--- src/rtl/ad_scan_pkg.sv ---
// Shared constants and state encoding for the ADC scan controller and the ADC interface block.
package ad_scan_pkg;

    // Conversion window (cs_n low) in t_data ticks, shared with the ADC interface block
    localparam int AD_CONV_FIRST = 1;
    localparam int AD_CONV_LAST  = 700;
    localparam int AD_MIN_SLOT   = 720;

    typedef enum logic {
        ST_IDLE = 1'b0,
        ST_RUN  = 1'b1
    } scan_state_e;

endpackage

--- src/rtl/ad_scan_ctrl_timer.sv ---
// Slot timebase for the scan controller: free-running t_data counter with
// clear/run controls and capture-tick / slot-end strobes.
module ad_slot_timer
    import ad_scan_pkg::*;
#(
    parameter int SLOT_TICKS   = 1000,
    parameter int CAPTURE_TICK = 704
) (
    input  logic        clk,
    input  logic        rst,
    input  logic        clear_i,
    input  logic        run_i,
    output logic [15:0] t_data_o,
    output logic        cap_tick_o,
    output logic        slot_end_o
);

    localparam logic [15:0] LAST_T = 16'(SLOT_TICKS - 1);
    localparam logic [15:0] CAP_T  = 16'(CAPTURE_TICK);

    // volt is only stable two clocks after the window closes, and the mux needs tick 0 to settle
    if (SLOT_TICKS < AD_MIN_SLOT || CAPTURE_TICK < AD_CONV_LAST + 3 ||
        CAPTURE_TICK >= SLOT_TICKS || AD_CONV_FIRST < 1) begin : g_bad_timing
        $error("ad_slot_timer: illegal SLOT_TICKS/CAPTURE_TICK combination");
    end

    logic [15:0] t_q;

    // NOTE: reset is synchronous, so it lives inside the clocked branch rather than the sensitivity list.
    always_ff @(posedge clk) begin
        if (rst || clear_i) begin
            t_q <= '0;
        end else if (run_i) begin
            t_q <= (t_q == LAST_T) ? '0 : t_q + 16'd1;
        end
    end

    assign t_data_o   = t_q;
    assign cap_tick_o = run_i && (t_q == CAP_T);
    assign slot_end_o = run_i && (t_q == LAST_T);

endmodule

--- src/rtl/ad_scan_ctrl.sv ---
// Multi-channel ADC scan controller: sequences the analog mux, times each conversion slot
// and emits one tagged result per channel. Define AD_SCAN_AVG_EN for 4-slot averaging.
module ad_scan_ctrl
    import ad_scan_pkg::*;
#(
    parameter int NUM_CH       = 4,
    parameter int CH_W         = 2,
    parameter int SLOT_TICKS   = 1000,
    parameter int CAPTURE_TICK = 704
) (
    input  logic            clk,
    input  logic            rst,
    input  logic            start,
    input  logic            stop,
    input  logic            cont,
    input  logic [15:0]     volt,
    output logic [15:0]     t_data,
    output logic [CH_W-1:0] mux_sel,
    output logic            busy,
    output logic            res_valid,
    output logic [CH_W-1:0] res_ch,
    output logic [15:0]     res_data,
    output logic            scan_done
);

    if (NUM_CH < 2 || NUM_CH > 16 || (2 ** CH_W) < NUM_CH) begin : g_bad_cfg
        $error("ad_scan_ctrl: NUM_CH must be 2..16 and fit in CH_W bits");
    end

    scan_state_e     state_q;
    logic [CH_W-1:0] ch_q;
    logic            cont_q;
    logic            res_valid_q;
    logic [CH_W-1:0] res_ch_q;
    logic [15:0]     res_data_q;
    logic            scan_done_q;

    logic            cap_tick;
    logic            slot_end;
    logic            last_ch;
    logic            slot_adv;
    logic            res_fire;
    logic [15:0]     res_value;

    ad_slot_timer #(
        .SLOT_TICKS  (SLOT_TICKS),
        .CAPTURE_TICK(CAPTURE_TICK)
    ) u_timer (
        .clk       (clk),
        .rst       (rst),
        .clear_i   ((state_q == ST_IDLE) || stop),
        .run_i     (state_q == ST_RUN),
        .t_data_o  (t_data),
        .cap_tick_o(cap_tick),
        .slot_end_o(slot_end)
    );

    assign last_ch = (ch_q == CH_W'(NUM_CH - 1));

`ifdef AD_SCAN_AVG_EN
    logic [1:0]  sub_q;
    logic [17:0] acc_q;
    logic [17:0] acc_d;

    // First slot of a channel starts a fresh sum instead of adding to the previous channel's
    assign acc_d     = ((sub_q == 2'd0) ? 18'd0 : acc_q) + 18'(volt);
    assign slot_adv  = slot_end && (sub_q == 2'd3);
    assign res_fire  = cap_tick && (sub_q == 2'd3);
    assign res_value = acc_d[17:2];
`else
    assign slot_adv  = slot_end;
    assign res_fire  = cap_tick;
    assign res_value = volt;
`endif

    always_ff @(posedge clk) begin
        if (rst) begin
            state_q     <= ST_IDLE;
            ch_q        <= '0;
            cont_q      <= 1'b0;
            res_valid_q <= 1'b0;
            res_ch_q    <= '0;
            res_data_q  <= '0;
            scan_done_q <= 1'b0;
`ifdef AD_SCAN_AVG_EN
            sub_q       <= '0;
            acc_q       <= '0;
`endif
        end else begin
            res_valid_q <= 1'b0;
            scan_done_q <= 1'b0;
            case (state_q)
                ST_IDLE: begin
                    if (start && !stop) begin
                        state_q <= ST_RUN;
                        ch_q    <= '0;
                        cont_q  <= cont;
`ifdef AD_SCAN_AVG_EN
                        sub_q   <= '0;
`endif
                    end
                end
                ST_RUN: begin
                    // Abort wins over a coincident capture: the slot's result is dropped
                    if (stop) begin
                        state_q <= ST_IDLE;
                        ch_q    <= '0;
`ifdef AD_SCAN_AVG_EN
                        sub_q   <= '0;
                        acc_q   <= '0;
`endif
                    end else begin
                        if (res_fire) begin
                            res_valid_q <= 1'b1;
                            res_ch_q    <= ch_q;
                            res_data_q  <= res_value;
                        end
`ifdef AD_SCAN_AVG_EN
                        if (cap_tick) acc_q <= acc_d;
                        if (slot_end) sub_q <= sub_q + 2'd1;
`endif
                        if (slot_adv) begin
                            if (!last_ch) begin
                                ch_q <= ch_q + CH_W'(1);
                            end else begin
                                ch_q <= '0;
                                if (!cont_q) begin
                                    state_q     <= ST_IDLE;
                                    scan_done_q <= 1'b1;
                                end
                            end
                        end
                    end
                end
            endcase
        end
    end

    assign mux_sel   = ch_q;
    assign busy      = (state_q == ST_RUN);
    assign res_valid = res_valid_q;
    assign res_ch    = res_ch_q;
    assign res_data  = res_data_q;
    assign scan_done = scan_done_q;

endmodule

--- config.mk ---
export PLATFORM = sky130hd
export DESIGN_NAME = ad_scan_ctrl
export DESIGN_NICKNAME = d
export VERILOG_FILES = /design/src/rtl/ad_scan_pkg.sv /design/src/rtl/ad_scan_ctrl_timer.sv /design/src/rtl/ad_scan_ctrl.sv
export SDC_FILE = /design/constraint.sdc
export NUM_CORES = 1
export LEC_CHECK = 0
export ABC_AREA = 0
export BUFFER_PORTS_ARGS = -buffer_cell sky130_fd_sc_hd__clkbuf_2
export CORE_ASPECT_RATIO = 0.6
export CORE_UTILIZATION = 45
export DETAILED_ROUTE_END_ITERATION = 8
export GPL_TIMING_DRIVEN = 1
export PLACE_DENSITY = 0.73
export SYNTH_ARGS = -nofsm -noshare
export SYNTH_HDL_FRONTEND = slang
export SYNTH_SLANG_ARGS = --single-unit
--- constraint.sdc ---
create_clock -name clk -period 5.9 [get_ports clk]
set_input_delay 0.295 -clock clk [delete_from_list [all_inputs] [get_ports clk]]
set_output_delay 0.295 -clock clk [all_outputs]
set_load 0.005 [all_outputs]
; Word-level counts from Yosys, hierarchy flattened
; Index checks and enable logic that the tools add are counted.
[word_totals]
ff_bits = 40
inputBits = 21
out_inout_bits = 39
wordCells = 44
[op_classes]
n_addsub = 2
n_eq_ne = 5
muxes = 14
n_bitwise = 4
reduce_logical = 11
[op_table]
columns = cell, n
row1 = $eq 16x10->1 const B, 2
row2 = $add 16x1->16 const B, 1
row3 = $mux 16, 1
row4 = $mux 2, 4
row5 = $mux 1, 7
row6 = $reduce_or 5->1, 1
row7 = $not 1->1, 4
row8 = $pmux 2 s2, 1
row9 = $reduce_and 2->1, 2
row10 = $logic_and 1x1->1, 3
row11 = $ne 3x2->1 const B, 1
row12 = $reduce_and 3->1, 1
row13 = $reduce_or 3->1, 1
row14 = $add 2x1->2 const B, 1
row15 = $eq 2x2->1 const B, 1
row16 = $logic_or 1x1->1, 2
row17 = $ne 2x1->1 const B, 1
row18 = $pmux 1 s2, 1
row19 = $logic_not 1->1, 1

; Longest topological paths before layout
; Gate-level depths: netlist of the first run.
[logic_depth]
word_depth = 5
mapped_depth = 8
ltp_nobuf = 6

; Cells and area by module
; Synthesis of the first run repeated with hierarchy kept, for this count alone.
[hier_totals]
hier_cells = 199
area_unflattened_um2 = 1709.1
[by_module_without_submodules]
columns = module, n_inst, cells_each, area_each_um2, seq_area_each_um2
row1 = ad_scan_ctrl, 1, 103, 885.8, 480.5
row2 = ad_slot_timer, 1, 96, 823.3, 320.3

; Worst setup path before layout of the first run
; No wires, ideal clock.
[synth_timing]
kind = register to register
startpoint = register u_timer.t_q[3], in the netlist u_timer.t_data_o[3]
endpoint = register u_timer.t_q[10], in the netlist u_timer.t_data_o[10]
setup_time_ps = 115
arrival_time_ps = 1776
required_time_ps = 5785
slack_ps = 4010
path_stages_with_launch = 6
path_buffers = 1
synth_period_minus_slack_ps = 1890
cell_sequence = dfxtp_1 or4_1 or4_4 nand2b_2 buf_4 nor2_1
[synth_between]
elab_chain_len = 2
word_cells_on_any_way = 3
cone_classes = add/sub: 1 / eq/ne: 1 / mux: 1
[synth_rtl]
columns = element, line_no
row1 = from (decl), ad_scan_ctrl_timer.sv:27  ; logic [15:0] t_q;
row2 = from (signal assigned), ad_scan_ctrl_timer.sv:34  ; t_q <= (t_q == LAST_T) ? '0 : t_q + 16'd1;
row3 = $add 16x1->16 / $eq 16x10->1 (equally long branches), ad_scan_ctrl_timer.sv:34
row4 = $mux 16 (*), ad_scan_ctrl_timer.sv:34
; Mark *: on every way between the ends. The rest lies on a longest branch, timed or not.
; A chain may end at the register's enable or synchronous reset.

; Worst setup path after layout of the first run
[layout_timing]
startpoint = register state_q, in the netlist busy
endpoint = register res_data_q[13], in the netlist res_data[13]
[layout_between]
elab_chain_len = 2
[layout_rtl]
columns = element, line_no
row1 = from (decl), ad_scan_ctrl.sv:30  ; scan_state_e state_q;
row2 = from (signal assigned), ad_scan_ctrl.sv:78  ; state_q <= ST_IDLE;
row3 = from (signal assigned), ad_scan_ctrl.sv:95  ; state_q <= ST_RUN;
row4 = from (signal assigned), ad_scan_ctrl.sv:106  ; state_q <= ST_IDLE;
row5 = $logic_and 1x1->1, ad_scan_ctrl_timer.sv:39  ; assign cap_tick_o = run_i && (t_q == CAP_T);
row6 = $reduce_and 3->1 (no line) (*), --
row7 = to (signal assigned), ad_scan_ctrl.sv:116  ; res_data_q <= res_value;
row8 = to (decl), ad_scan_ctrl.sv:35  ; logic [15:0] res_data_q;
; Marked as above.

==> results of run 1 <==
## logic make-up after synthesis
kind of cell	Yosys count
AOI/OAI and AO/OA	43
xor gates and xnor gates	13
adders and majority gates	3
buffers and inverters	18
DFF	40
muxes	1
and+or+nand+nor	87
## synth_stat cells, drive strengths merged
| cell type | n |
|---|---|
| nand2 | 6 |
| buf | 3 |
| or4 | 3 |
| nor2b | 1 |
| nor4b | 1 |
| mux2i | 1 |
| nand4 | 5 |
| a31oi | 2 |
| xnor2 | 10 |
| nor2 | 19 |
| o21ai | 18 |
| nor3b | 3 |
| and3 | 3 |
| clkbuf | 9 |
| and4 | 2 |
| nor3 | 4 |
| nand3b | 1 |
| inv | 6 |
| dfxtp | 40 |
| nand2b | 2 |
| nand3 | 29 |
| a31o | 1 |
| xor2 | 3 |
| ha | 3 |
| a21oi | 21 |
| nor4 | 7 |
| and3b | 1 |
| a2111oi | 1 |
## stage by stage
step	util [%]	hold WS (ps)	area, sq um	total power, mW	setup WS (ps)
after floorplan	-	364.4	1732	0.2853	4010
after global placement	55.29	459.6	2034	0.2936	3839
after detailed placement	55.29	468.6	2034	0.2939	3749
after CTS	57.84	223.6	2128	0.4817	3737
after global routing	57.84	224.4	2128	0.4984	3354
final	57.84	229.7	2128	0.4778	3688
## report_power, final
group	internal (mW)	switching [mW]	total [mW]
Clock	0.0950	0.0953	0.190
Sequential	0.270	0.00130	0.272
Combinational	0.00705	0.00884	0.0159
Total	0.372	0.105	0.478
## flip-flops by register name, indices dropped and copies added, names as in the netlist
name,cells
res_data,16
u_timer.t_data_o,16
mux_sel,2
res_ch,2
busy,1
cont_q,1
res_valid,1
scan_done,1
## layout make-up
type,instances,share of cell area [%]
Clock buffer,7,4.056
Clock inverter,1,0.3527
Sequential cell,40,37.62
Timing Repair Buffer,59,13.87
Tap cell,47,2.763
Inverter,6,1.058
Multi-Input combinational cell,147,40.27
## routing by layer
| layer | up-vias | global-route usage (%) | wire length (um) |
|---|---|---|---|
| met5 | - | 0 | 0 |
| met4 | 0 | 7.895 | 34 |
| met3 | 4 | 7.778 | 324 |
| met2 | 51 | 27.69 | 1641 |
| met1 | 779 | 32.77 | 2123 |
| li1 | 841 | - | - |
## how the worst max path moves through the flow
stage                      endpoint  depth (start not counted)                start  slack (ps)
2_1_floorplan  u_timer.t_data_o[10]                          5  u_timer.t_data_o[3]        4010
3_3_place_gp           res_data[10]                          4                 busy        3840
3_5_place_dp            res_data[5]                          4                 busy        3750
4_1_cts                 res_data[5]                          4                 busy        3740
5_1_grt                res_data[14]                          4                 busy        3350
6_report               res_data[13]                          4                 busy        3690
## worst max-delay path, delay by kind of cell (launching register included)
family,cells,cell delay [ps]
compound gates,2,450
flops,1,550
simple gates,2,1090
==> key figures, run 1 <==
Place
  – GP Congestion: 0.8775
  – Port bufs: 59
  – # placed instances: 299
  – Final HPWL DP: 2.936 mm

Worst hold path
  – HP Start: cont
  – Worst hold path class: input pin to register
  – Hold path depth: 3
  – WHS Endpoint: cont_q

Setup path
  – Reg2reg setup slack: 3690 ps
  – Worst setup EP type: register
  – RR Startpoint: busy
  – Slowest library cell on the worst path: nand4_1
  – CP required: 6070 ps
  – Crit-path max FO: 19
  – WP data arrival: 2380 ps
  – Worst R2R Path Depth: 4
  – Worst path max stage delay: 610 ps
  – Critical path class: register to register
  – Startpoint Class: register
  – Worst r2r dst: res_data[13]
  – CP cell instances: nor2b_1 > nand4_1 > o21ai_0 > a21oi_1

Detailed routing
  – DRT antenna net count: 0
  – First-iteration detailed-routing DRC count: 72
  – DRC viols: 0
  – Post-DR wirelength/cell: 13.43 um
  – DR vias/cell: 5.456
  – Drt first pass iters: 4
  – DRT Wirelength: 4.123 mm
  – DR vias: 1675

CTS
  – Clock root buffer: clkbuf_8
  – Clk sink count: 40
  – Clock transition at path regs: 80 ps
  – Post_cts resized: 0
  – Setup Fix Bufs, Post-CTS: 0
  – Clock buffer count from CTS: 5
  – Worst-Skew Late Latency: 300 ps
  – CTS tree: done
  – H-Tree Depth: 2
  – Max Buffers Root-to-Sink: 2
  – Hold buffer count at CTS: 0

Logic synthesis
  – Post-synth top area cell: dfxtp_1
  – Avg Cell Area, Syn: 8.447 sq um
  – Post-synthesis mux area share: 0.5780%
  – Post-synthesis sequential area ratio: 46.24%
  – Yosys reg bits: 40
  – Simple logic cell fraction of the synthesized area: 27.17%
  – Main combinational cell family by area after synthesis: simple AND/OR/NAND/NOR gates
  – Synth unique cells: 32
  – Fraction of the mapped netlist area in adder cells: 2.168%
  – Post-synthesis share of cell area spent on xor and xnor gates: 6.575%
  – Netlist Area Pre-Place: 1732 sq um
  – Synth Area in Compound Gates: 13.01%
  – Yosys top cell area share: 46.24%
  – Yosys warns: 0
  – Cells after synthesis: 205
  – Area contributors post-synth: dfxtp_1 46%, nand3_1 8.4%, a21oi_1 6.1%
  – Post-synth net total: 229

Global routing
  – Largest net degree at the start of global routing: 26
  – Vias in the first global route: 1383
  – Initial antenna violation count: 0
  – First-pass GRT wire length: 6.727 mm
  – Overall Global Routing Usage: 21.84%
  – Gr ovfl total: 0

Floorplan
  – Core area: 3680 sq um
  – # IOs: 60
  – Initial core utilization: 47.06%
  – Site Rows: 17
  – Die Footprint: 4108 sq um
  – Die Span Y: 50.05 um
  – Die width: 82.09 um

Power and ir drop
  – Leak: 0.8046 nW
  – P per Cell Area: 224.5 nW/um^2
  – Worst vdd rail ir drop: 127.9 uV

Final layout
  – Diode count: 0
  – Commonest non-fill, non-tap cells in the layout: 59 x clkbuf_2, 40 x dfxtp_1, 29 x nand3_1
  – Share of cells above drive strength 1: 26.92%
  – Final cell count without fillers: 307
  – Commonest non-fill, non-tap cell in the layout: clkbuf_2
  – Layout area overhead: 22.90%
  – Sequential cell area: 800.8 sq um
  – Fillers: 367
  – Nets: 283
  – Area of the multi-input gates: 857.1 sq um

STA
  – Worst-Margin Slew: 658.7 ps
  – Final Hold Viols: 0
  – Final min period: 2212 ps
  – Fmax: 0.4521 GHz
  – Final setup vio count: 0
  – RSZ-0062 raised after global routing: false
  – Fin crit share: 37.49%
  – Final setup skew: 3.503 ps
  – Setup_tns: 0 ps
  – Slew Limit Fails: 0
  – Slew margin rel.: 56.09%

Job
  – Maxcap violations: 0

Status
  – Status: complete, no violations
(Power assumes the default switching activity.)
==> run 2, diff against run 1 <==
clock period = 2.2 ns   (was 5.9 ns; I/O delays follow)
==> key figures, run 2 (synthesis gave the netlist of run 1 again) <==
STA
  – Fmax: 0.4955 GHz
  – Final setup skew: 13.95 ps
  – Setup_tns: 0 ps
  – Final min period: 2018 ps
  – WHS: 50.49 ps
  – RSZ-0062 raised after global routing: false
  – Final setup vio count: 0
  – Final Hold Viols: 0
  – Slack of the critical path: 181.8 ps
  – Slew Limit Fails: 0
  – Fin crit share: 91.74%
  – Worst-Margin Slew: 608.6 ps
  – Slew margin rel.: 59.43%

Floorplan
  – Die width: 82.09 um
  – # IOs: 60
  – Site Rows: 17
  – Initial core utilization: 47.06%
  – Die Span Y: 50.05 um
  – Core area: 3680 sq um
  – Die Footprint: 4108 sq um

Place
  – # placed instances: 308
  – Dpl cell area: 2102 sq um
  – Port bufs: 59
  – Final HPWL DP: 2.969 mm
  – GP Congestion: 0.9292
  – Dpl ws: 209.2 ps

Final layout
  – Final cell count without fillers: 316
  – Commonest non-fill, non-tap cell in the layout: clkbuf_2
  – Share of cells above drive strength 1: 29.37%
  – Nets: 292
  – Diode count: 0
  – Final instance area: 2196 sq um
  – Layout Utilization: 59.67%
  – Commonest non-fill, non-tap cells in the layout: 59 x clkbuf_2, 40 x dfxtp_1, 29 x nand3_1
  – Layout area overhead: 26.81%

Global routing
  – Initial antenna violation count: 0
  – Vias in the first global route: 1367
  – GR peak layer: met1
  – Largest net degree at the start of global routing: 26
  – Overall Global Routing Usage: 21.39%
  – Met2 Track Usage GR: 28.93%
  – Met3 GRT Util: 6.481%
  – Gr ovfl total: 0
  – Met1 global-route usage: 31.97%
  – First-pass GRT wire length: 6.513 mm

CTS
  – CTS tree: done
  – Post_cts resized: 0
  – Worst-Skew Late Latency: 290 ps
  – Clock buffer count from CTS: 5
  – H-Tree Depth: 2
  – Hold buffer count at CTS: 0
  – Clock transition at path regs: 80 ps
  – Max Buffers Root-to-Sink: 2
  – Setup Fix Bufs, Post-CTS: 0
  – Clock root buffer: clkbuf_8
  – Clk sink count: 40

Power and ir drop
  – Pwr Total: 1.276 mW
  – Leak: 0.8510 nW
  – Worst vdd rail ir drop: 393.2 uV
  – P per Cell Area: 580.9 nW/um^2

Setup path
  – CP cell instances: or4_1 > or4_4 > nand2b_2 > nor2_1
  – CP required: 2360 ps
  – Startpoint Class: register
  – RR Startpoint: u_timer.t_data_o[3]
  – WP data arrival: 2180 ps
  – Worst setup EP type: register
  – Worst path max stage delay: 570 ps
  – CP Launch Point: u_timer.t_data_o[3]
  – Slowest library cell on the worst path: or4_1
  – Crit-path max FO: 15
  – Critical path class: register to register

Worst hold path
  – Worst hold path class: input pin to register
  – HP Start: volt[4]

Detailed routing
  – Drt first pass iters: 4
  – DRC viols: 0
  – DR vias: 1682
  – Post-DR wirelength/cell: 12.97 um
  – First-iteration detailed-routing DRC count: 80
  – DR vias/cell: 5.323
  – DRT antenna net count: 0
  – DRT Wirelength: 4.098 mm

Job
  – Maxcap violations: 0

Status
  – Status: complete, no violations
==> run 2: cell count changes in the layout (fill, tap and decap cells not counted), sizes merged <==
cell | before | now
buf | 0 | 9
==> run 2: critical path: cells and delay by family (launching register included) <==
kind,cells,cell delay (ps)
flip-flops,1,380
AND/OR/NAND/NOR,4,1510
==> run 2: path summary, 6_finish.rpt <==
check	end	slack, ps	cells after the start
worst min register to register	res_data[7]	470	2
worst max-delay path	u_timer.t_data_o[3]	180	4
worst max register to register	u_timer.t_data_o[3]	180	4
worst min-delay path	res_data[4]	50	3
==> run 2: cell type report <==
cell class	count	area, sq um
well taps	47	58.81
repair buffers	68	362.8
inverters	6	22.52
flip-flops and latches	40	800.8
fillers	359	1484
clock inverters	1	7.507
clock buffers	7	86.33
multi-input cells	147	857.1
==> run 2: per-layer routing <==
layer | up-vias | part of all wire, %
met5 | - | 0
li1 | 857 | -
met2 | 79 | 39
met3 | 2 | 8.9
met1 | 744 | 51
met4 | 0 | 0.41
==> run 2: report_power, final <==
part	internal [mW]	leakage, nW	switching [mW]	total (mW)
logic	0.0210	0.484	0.0242	0.0452
registers	0.725	0.322	0.00364	0.729
clock network	0.255	0.0445	0.247	0.502
==> run 3, diff against run 2 <==
CORE_UTILIZATION = 30   (was 45)
PLACE_DENSITY = not set   (was 0.73)
clock period = 2 ns   (was 2.2 ns; I/O delays follow)
==> key figures, run 3 (synthesis gave the netlist of run 1 again) <==
STA
  – RSZ-0062 raised after global routing: false
  – Final setup skew: 7.100 ps
  – Fmax: 0.5299 GHz
  – Fin crit share: 94.35%
  – Setup_tns: 0 ps
  – Worst-Margin Slew: 491.1 ps
  – Final setup vio count: 0
  – Slew margin rel.: 67.19%
  – Final Hold Viols: 0
  – Final min period: 1887 ps
  – Slew Limit Fails: 0

Global routing
  – First-pass GRT wire length: 7.279 mm
  – Overall Global Routing Usage: 15.60%
  – Gr ovfl total: 0
  – Initial antenna violation count: 0
  – Largest net degree at the start of global routing: 25
  – Vias in the first global route: 1406

Final layout
  – Commonest non-fill, non-tap cell in the layout: clkbuf_2
  – Share of cells above drive strength 1: 31.77%
  – Diode count: 0
  – Commonest non-fill, non-tap cells in the layout: 59 x clkbuf_2, 40 x dfxtp_1, 29 x nand3_1
  – Nets: 301
  – Layout area overhead: 36.49%
  – Layout Utilization: 42.43%

Floorplan
  – Initial core utilization: 31.09%
  – # IOs: 60
  – Die width: 100.1 um
  – Site Rows: 21
  – Die Span Y: 60.85 um
  – Die Footprint: 6090 sq um
  – Core area: 5570 sq um

CTS
  – Clk sink count: 40
  – H-Tree Depth: 2
  – Worst-Skew Late Latency: 290 ps
  – Clock transition at path regs: 80 ps
  – Hold buffer count at CTS: 0
  – Clock buffer count from CTS: 5
  – Clock root buffer: clkbuf_8
  – CTS tree: done
  – Max Buffers Root-to-Sink: 2

Setup path
  – WP data arrival: 2050 ps
  – Worst setup EP type: register
  – CP Launch Point: u_timer.t_data_o[3]
  – Critical path class: register to register
  – Crit-path max FO: 4
  – RR Startpoint: u_timer.t_data_o[3]
  – Startpoint Class: register
  – CP required: 2170 ps

Worst hold path
  – Worst hold path class: input pin to register
  – HP Start: volt[10]

Job
  – Maxcap violations: 0

Status
  – Status: complete, no violations

Detailed routing
  – DRT Wirelength: 4.795 mm
  – Post-DR wirelength/cell: 13.43 um
  – Drt first pass iters: 4
  – DR vias/cell: 4.913
  – DRC viols: 0
  – First-iteration detailed-routing DRC count: 118
  – DRT antenna net count: 0
  – DR vias: 1754

Power and ir drop
  – Reg power frac: 49.4%
  – Leak: 0.9334 nW
  – Net Sw Frac: 18.85%
  – Internal power: 1.316 mW
  – P per Cell Area: 685.9 nW/um^2
  – NetSw: 0.3057 mW
  – Worst vdd rail ir drop: 380.5 uV
  – Combinational Power Share: 3.6%
  – Clock share of power: 47.1%

Place
  – Port bufs: 59
  – GP Congestion: 0.8253
  – Final HPWL DP: 3.592 mm
## run 3: layout make-up
type / count / area [sq um]
Clock inverter: 2 / 60.06
Multi-Input combinational cell: 147 / 868.3
Fill cell: 589 / 3207
Timing Repair Buffer: 77 / 442.9
Sequential cell: 40 / 800.8
Clock buffer: 5 / 68.82
Tap cell: 80 / 100.1
Inverter: 6 / 22.52
## run 3: worst paths after layout
path	end	slack [ps]	cells past startpoint
min reg2reg	res_data[10]	470	2
min	res_data[10]	40	3
max	busy	110	4
max reg2reg	busy	110	4
## run 3: critical path, cell delays in order (launching register included)
cell and delay, ps:
dfxtp_1 310, or4_1 540, or4_4 590, nor3b_4 220
a2111oi_0 110
## run 3: routing by layer
metal | track usage (%) | vias to the layer above | wire (um)
met5 | 0 | - | 0
met4 | 1.863 | 0 | 0
met3 | 3.571 | 0 | 388
met2 | 20.30 | 62 | 1895
met1 | 25.63 | 813 | 2512
li1 | - | 879 | -
## run 3: power groups by stage
stage | registers (mW) | logic [mW] | clock network, mW
3_3_place_gp | 0.819 | 0.0575 | 0
5_1_grt | 0.800 | 0.0642 | 0.809
4_1_cts | 0.800 | 0.0576 | 0.776
3_5_place_dp | 0.818 | 0.0572 | 0
2_1_floorplan | 0.818 | 0.0240 | 0
6_report | 0.800 | 0.0578 | 0.763
## run 3: repair_timing
action                     CTS  global route
setup endpoints to repair    0            16
gates resized for setup      0             2
setup buffers                0             0
## run 3: per-stage QoR
step                power [mW]  instance area (sq um)  hold WS (ps)  std cells  setup WS (ps)
floorplan               0.8417                   1732         169.4        205          109.8
global placement        0.8761                   2223         341.3        350          92.93
detailed placement      0.8755                   2223         346.9        350          31.70
CTS                      1.633                   2352         35.59        357          12.86
global route             1.674                   2364         43.27        357          28.25
finish                   1.621                   2364         40.77        357          113.0
